## src/rtl/draw_score_text.sv

```systemverilog
// rtl/draw_score_text.sv - overlays "YOUR SCORE: nnn" onto the VGA pixel stream
module draw_score_text #(
    parameter logic [10:0] XPOS       = 11'd100,
    parameter logic [10:0] YPOS       = 11'd20,
    parameter logic [11:0] TEXT_COLOR = 12'hfff,
    parameter int          N_CHARS    = 17
) (
    input  logic        clk,
    input  logic        rst_n,
    input  logic [10:0] hcount_in,
    input  logic [10:0] vcount_in,
    input  logic        hsync_in,
    input  logic        vsync_in,
    input  logic        hblnk_in,
    input  logic        vblnk_in,
    input  logic [11:0] rgb_in,
    input  logic [9:0]  score,
    input  logic [7:0]  char_code,
    input  logic [7:0]  char_pixels,
    output logic [7:0]  char_yx,
    output logic [10:0] char_line_addr,
    output logic [10:0] hcount_out,
    output logic [10:0] vcount_out,
    output logic        hsync_out,
    output logic        vsync_out,
    output logic        hblnk_out,
    output logic        vblnk_out,
    output logic [11:0] rgb_out
);

    localparam logic [10:0] X_END    = XPOS + 11'(8 * N_CHARS);
    localparam logic [10:0] Y_END    = YPOS + 11'd16;
    localparam logic [4:0]  COL_HUND = 5'(N_CHARS - 3);
    localparam logic [4:0]  COL_TENS = 5'(N_CHARS - 2);
    localparam logic [4:0]  COL_UNIT = 5'(N_CHARS - 1);

    typedef struct packed {
        logic [10:0] hc;
        logic [10:0] vc;
        logic        hs;
        logic        vs;
        logic        hb;
        logic        vb;
        logic [11:0] rgb;
    } timing_t;

    typedef enum logic [1:0] {IDLE, LOAD, SHIFT, DONE} conv_state_t;

    timing_t     t1, t2, t3;
    logic        box_1, box_2, box_3;
    logic [4:0]  col_1, col_2;
    logic [3:0]  line_1, line_2;
    logic [2:0]  xoff_1, xoff_2, xoff_3;
    logic [10:0] hrel, vrel;
    logic        box_now;
    logic [7:0]  code_2;
    logic        pix;

    conv_state_t state;
    logic        vsync_prev;
    logic [9:0]  bin;
    logic [11:0] bcd;
    logic [11:0] adj;
    logic [3:0]  bit_cnt;
    logic [11:0] digits;
    logic        hund_blank, tens_blank;
    logic        unused_bits;

    // Unsigned compares: pixels left of XPOS never wrap into the box.
    assign hrel    = hcount_in - XPOS;
    assign vrel    = vcount_in - YPOS;
    assign box_now = (hcount_in >= XPOS) && (hcount_in < X_END) &&
                     (vcount_in >= YPOS) && (vcount_in < Y_END);

    assign char_yx        = {3'b000, col_1};
    assign char_line_addr = {code_2[6:0], line_2};
    assign pix            = char_pixels[3'd7 - xoff_3];

    assign hund_blank  = (digits[11:8] == 4'd0);
    assign tens_blank  = hund_blank && (digits[7:4] == 4'd0);
    assign unused_bits = ^{hrel[10:8], vrel[10:4], code_2[7], adj[11]};

    // T1: locate the pixel inside the text box and register the timing.
    always_ff @(posedge clk) begin
        if (!rst_n) begin
            t1     <= '0;
            box_1  <= 1'b0;
            col_1  <= 5'd0;
            line_1 <= 4'd0;
            xoff_1 <= 3'd0;
        end else begin
            t1     <= '{hcount_in, vcount_in, hsync_in, vsync_in, hblnk_in, vblnk_in, rgb_in};
            box_1  <= box_now;
            col_1  <= box_now ? hrel[7:3] : 5'd0;
            line_1 <= vrel[3:0];
            xoff_1 <= hrel[2:0];
        end
    end

    // T2: score columns replace score_writing's code with blanked digits.
    always_comb begin
        code_2 = char_code;
        if (col_2 == COL_HUND) begin
            code_2 = hund_blank ? 8'h00 : 8'h30 + {4'd0, digits[11:8]};
        end else if (col_2 == COL_TENS) begin
            code_2 = tens_blank ? 8'h00 : 8'h30 + {4'd0, digits[7:4]};
        end else if (col_2 == COL_UNIT) begin
            code_2 = 8'h30 + {4'd0, digits[3:0]};
        end
    end

    // T2/T3 registers: carry position and timing while code and ROM row arrive.
    always_ff @(posedge clk) begin
        if (!rst_n) begin
            t2     <= '0;
            t3     <= '0;
            box_2  <= 1'b0;
            box_3  <= 1'b0;
            col_2  <= 5'd0;
            line_2 <= 4'd0;
            xoff_2 <= 3'd0;
            xoff_3 <= 3'd0;
        end else begin
            t2     <= t1;
            t3     <= t2;
            box_2  <= box_1;
            box_3  <= box_2;
            col_2  <= col_1;
            line_2 <= line_1;
            xoff_2 <= xoff_1;
            xoff_3 <= xoff_2;
        end
    end

    // T4: composite the glyph pixel over the background, outside blanking only.
    always_ff @(posedge clk) begin
        if (!rst_n) begin
            hcount_out <= 11'd0;
            vcount_out <= 11'd0;
            hsync_out  <= 1'b0;
            vsync_out  <= 1'b0;
            hblnk_out  <= 1'b0;
            vblnk_out  <= 1'b0;
            rgb_out    <= 12'd0;
        end else begin
            hcount_out <= t3.hc;
            vcount_out <= t3.vc;
            hsync_out  <= t3.hs;
            vsync_out  <= t3.vs;
            hblnk_out  <= t3.hb;
            vblnk_out  <= t3.vb;
            rgb_out    <= (box_3 && pix && !t3.hb && !t3.vb) ? TEXT_COLOR : t3.rgb;
        end
    end

    // Double-dabble correction: add 3 to each BCD nibble of 5 or more before shifting.
    always_comb begin
        adj = bcd;
        for (int i = 0; i < 3; i++) begin
            if (bcd[4*i +: 4] >= 4'd5) begin
                adj[4*i +: 4] = bcd[4*i +: 4] + 4'd3;
            end
        end
    end

    // Once-per-frame converter; digits update only in DONE so a frame never shows a partial value.
    always_ff @(posedge clk) begin
        if (!rst_n) begin
            state      <= IDLE;
            vsync_prev <= 1'b0;
            bin        <= 10'd0;
            bcd        <= 12'd0;
            bit_cnt    <= 4'd0;
            digits     <= 12'd0;
        end else begin
            vsync_prev <= vsync_in;
            case (state)
                IDLE: begin
                    if (vsync_in && !vsync_prev) begin
                        state <= LOAD;
                    end
                end
                LOAD: begin
                    bin     <= (score > 10'd999) ? 10'd999 : score;
                    bcd     <= 12'd0;
                    bit_cnt <= 4'd0;
                    state   <= SHIFT;
                end
                SHIFT: begin
                    bcd     <= {adj[10:0], bin[9]};
                    bin     <= {bin[8:0], 1'b0};
                    bit_cnt <= bit_cnt + 4'd1;
                    if (bit_cnt == 4'd9) begin
                        state <= DONE;
                    end
                end
                DONE: begin
                    digits <= bcd;
                    state  <= IDLE;
                end
                default: state <= IDLE;
            endcase
        end
    end

endmodule

```

## config.mk

```make
export PLATFORM = sky130hd
export DESIGN_NAME = draw_score_text
export DESIGN_NICKNAME = d
export VERILOG_FILES = /design/src/rtl/draw_score_text.sv
export SDC_FILE = /design/constraint.sdc
export NUM_CORES = 1
export LEC_CHECK = 0
export BUFFER_PORTS_ARGS = -buffer_cell sky130_fd_sc_hd__buf_2
export CAP_MARGIN = 10
export CORE_ASPECT_RATIO = 1.5
export CORE_MARGIN = 5
export CORE_UTILIZATION = 33
export DETAILED_ROUTE_END_ITERATION = 6
export HOLD_SLACK_MARGIN = 0.05
export PLACE_DENSITY = 0.49
export SYNTH_ARGS = -nofsm -noshare
export SYNTH_HDL_FRONTEND = slang
export SYNTH_SLANG_ARGS = --single-unit
```

## constraint.sdc

```tcl
create_clock -name clk -period 3 [get_ports clk]
set_clock_uncertainty 0.1 [all_clocks]
set_input_delay 0.3 -clock clk [delete_from_list [all_inputs] [get_ports clk]]
set_output_delay 0.3 -clock clk [all_outputs]
set_load 0.01 [all_outputs]
```

==> impl_metrics.toml <==
[clock_tree]
clk_pin_slew_worst_paths_ns = 0.06
htreeDepth = 1
cts.sinks = 212
cts_buffers = 21
cts_buffer_depth = 3
cts_tree = "built"
root_buffer = "clkbuf_16"
clock_latency_ns = 0.48
cts_setup_buffers = 0

[power_and_ir_drop]
switching_share_pct = 23.1
p_sw_uw = 1470
peakVddDrop_mv = 0.396
pwr-share-seq_pct = 47.2
p_leak_uw = 0.00393
p_per_area_nw_per_um2 = 708
clockPowerShare_pct = 41.3
p_comb_share_pct = 11.5
internal_power_uw = 4890

[logic_synthesis]
ys_seq_area_share_pct = 59.9
synth_compound_gate_area_share_pct = 7.70
synth_cells = 635
synth-simple-area-share_pct = 21.2
ys_types = 54
synthArstFlopShare_pct = 0
synth_top_family_by_area = "simple AND/OR/NAND/NOR gates"
yosysWarnings = 0
yosys.area.top_type_share_pct = 59.9
synth_adder_area_share_pct = 2.47
synth_edf_count = 0
synth_top_cell_by_area = "dfxtp_1"
yosys-top-cells-area = "dfxtp_1, and2_1, mux2i_1"
syn_avg_cell_area_um2 = 11.2
ys_ff_latch = 212
synth_area_um2 = 7080
synthFlopType = "dfxtp_1"
synth_xor_area_share_pct = 1.11
muxShareOfSynthArea_pct = 4.36

[routing]
post_drt_via_cell_ratio = 4.44
dr.first_iter.drc_count = 165
vias = 4733
dr.pass1.iters = 4
routedWlPerCell_um = 13.5
ant_nets = 0
drt_wl_total_um = 14400
drc = 0

[final_layout]
fin_util_pct = 42.7
layout-drive-gt1-share_pct = 21.4
layout.nets = 868
fin_cells = 1067
insertedDiodeCount = 0
area_growth_pct = 27.1

[setup_path]
cp-startpoint = "col_2[0]$_SDFF_PN0_"
worst-r2r-setup-slack_ns = 0.93
crit_type = "reg2out"
crit_required_ns = 2.60
crit_fanout = 10
crit_path_end_kind = "output pin"
cp-start-kind = "flip-flop"
reg2reg_from = "state[1]$_SDFFE_PN0P_"
crit_arrival_ns = 2.01

[floorplan]
coreArea_um2 = 21100
io_pins = 123
std_cell_rows = 65
die_y_um = 189
die_w_um = 130
start_util_pct = 33.6
die-area_um2 = 24500

[place]
pre_cts_ws_ns = 0.920
io_buffers = 118
gp_congestion = 0.776
dp_hpwl_um = 9810
dp_cells = 991

[global_route]
grt_max_degree = 82
grt_pass1_wl_um = 23700
grt_pass1_vias = 5004
grt_use_total_pct = 11.7
globalRouteOverflowTotal = 0
antenna_found_initial = 0

[status]
status = "complete, no violations"

[timing]
timing.slew.headroom_pct = 50.2
setup_viol = 0
period_minus_slack_ns = 2.41
tightest_slew_ns = 0.747
hold_ws_ns = 0.0843
finalCritPeriodShare_pct = 80.2
maxSlewViolCount = 0
hold_violations = 0
fmax_mhz = 416
rsz0062_at_grt = "no"
fin_ws_ns = 0.593
fin_setup_tns_ns = 0

[worst_hold_path]
hp-class = "in2reg"
hp-start = "score[6]"

[run]
maxCapViolCount = 0
-- layer usage --
layer | wire length [um] | up-vias | GRT usage (%)
met3 | 955 | 36 | 3.08
met1 | 5650 | 2204 | 13.3
met5 | 0 | - | 0
met2 | 7290 | 119 | 20.6
li1 | - | 2374 | -
met4 | 475 | 0 | 4.80
-- cell families after synthesis --
logic type	count (synthesis)
other	1
buffers and inverters	52
and+or+nand+nor	241
AOI/OAI and AO/OA	78
DFF	212
muxes	28
xor gates and xnor gates	9
adders and majority gates	14
-- placed cells by master (no fill, tap or decap), drive strengths merged, types with 2 or more instances in the layout --
cell type	synthesis	layout
dfxtp	212	212
and2	157	157
buf	9	124
dlygate4sd3	0	42
clkbuf	29	28
nor2b	27	27
mux2i	23	23
nand2	21	21
o21ai	18	18
inv	14	14
ha	14	14
a21o	13	13
a21oi	9	9
a21boi	7	7
nand2b	6	6
xnor2	6	6
nor3	6	6
a211oi	5	5
o211a	5	5
nand3b	4	4
o21a	4	4
nand3	4	4
nor4	4	4
nor2	3	3
mux2	3	3
xor2	3	3
o31ai	3	3
a32oi	3	3
conb	1	3
bufinv	0	3
clkinv	0	3
mux4	2	2
o211ai	2	2
a31oi	2	2
o32ai	2	2
-- worst max-delay path, stage by stage (launching register included) --
cell and delay [ns]:
dfxtp_1 0.42, nor4_1 0.32, nand2_1 0.29, mux2i_1 0.19, a21oi_1 0.15, buf_2 0.15
-- registers in the layout, indices dropped and copies added, names as in the netlist, 2 cells and up --
signal	cells
bcd	12
bin	10
bit_cnt	4
col_1	5
col_2	5
digits	12
hcount_out	11
line_1	2
line_2	2
rgb_out	12
state	2
t1	37
t2	38
t3	38
vcount_out	11
-- stage by stage --
step	power (uW)	instance area, um^2
final	6370	9000
after CTS	6490	9000
after global placement	3740	7890
after global routing	6700	9000
after detailed placement	3770	7890
after floorplan	3560	7090
-- synthesized netlist by cell type, drive strengths merged, types with 2 or more instances --
| library cell | n |
|---|---|
| dfxtp | 212 |
| and2 | 157 |
| clkbuf | 29 |
| nor2b | 27 |
| mux2i | 23 |
| nand2 | 21 |
| o21ai | 18 |
| ha | 14 |
| inv | 14 |
| a21o | 13 |
| a21oi | 9 |
| buf | 9 |
| a21boi | 7 |
| nand2b | 6 |
| nor3 | 6 |
| xnor2 | 6 |
| a211oi | 5 |
| o211a | 5 |
| nand3 | 4 |
| nand3b | 4 |
| nor4 | 4 |
| o21a | 4 |
| a32oi | 3 |
| mux2 | 3 |
| nor2 | 3 |
| o31ai | 3 |
| xor2 | 3 |
| a31oi | 2 |
| mux4 | 2 |
| o211ai | 2 |
| o32ai | 2 |
-- power groups by stage --
stage / clock (uW) / sequential, uW / combinational (uW)
2_1_floorplan: 0 / 3060 / 503
3_3_place_gp: 0 / 3070 / 679
3_5_place_dp: 0 / 3070 / 702
4_1_cts: 2740 / 3010 / 747
5_1_grt: 2840 / 3020 / 840
6_report: 2630 / 3010 / 733
-- cell type report --
type	count	area, um^2
well taps	268	335
clock buffers	28	582
flip-flops and latches	212	4240
clock inverters	6	105
multi-input cells	373	2620
repair buffers	166	1060
inverters	14	52.6
fillers	2035	12100
-- final timing paths --
check	end	cells after the start
worst max-delay path	char_line_addr[6]	5
worst min-delay path	bin[6]$_SDFFE_PN0P_	4
worst max register to register	bin[2]$_SDFFE_PN0P_	6
worst min register to register	rgb_out[6]$_SDFF_PN0_	1
-- timing repair --
action,4_1_cts,5_1_grt
hold endpoints to repair,45,0
hold buffers,42,0
resized for setup,0,0
(Power assumes the default switching activity.)
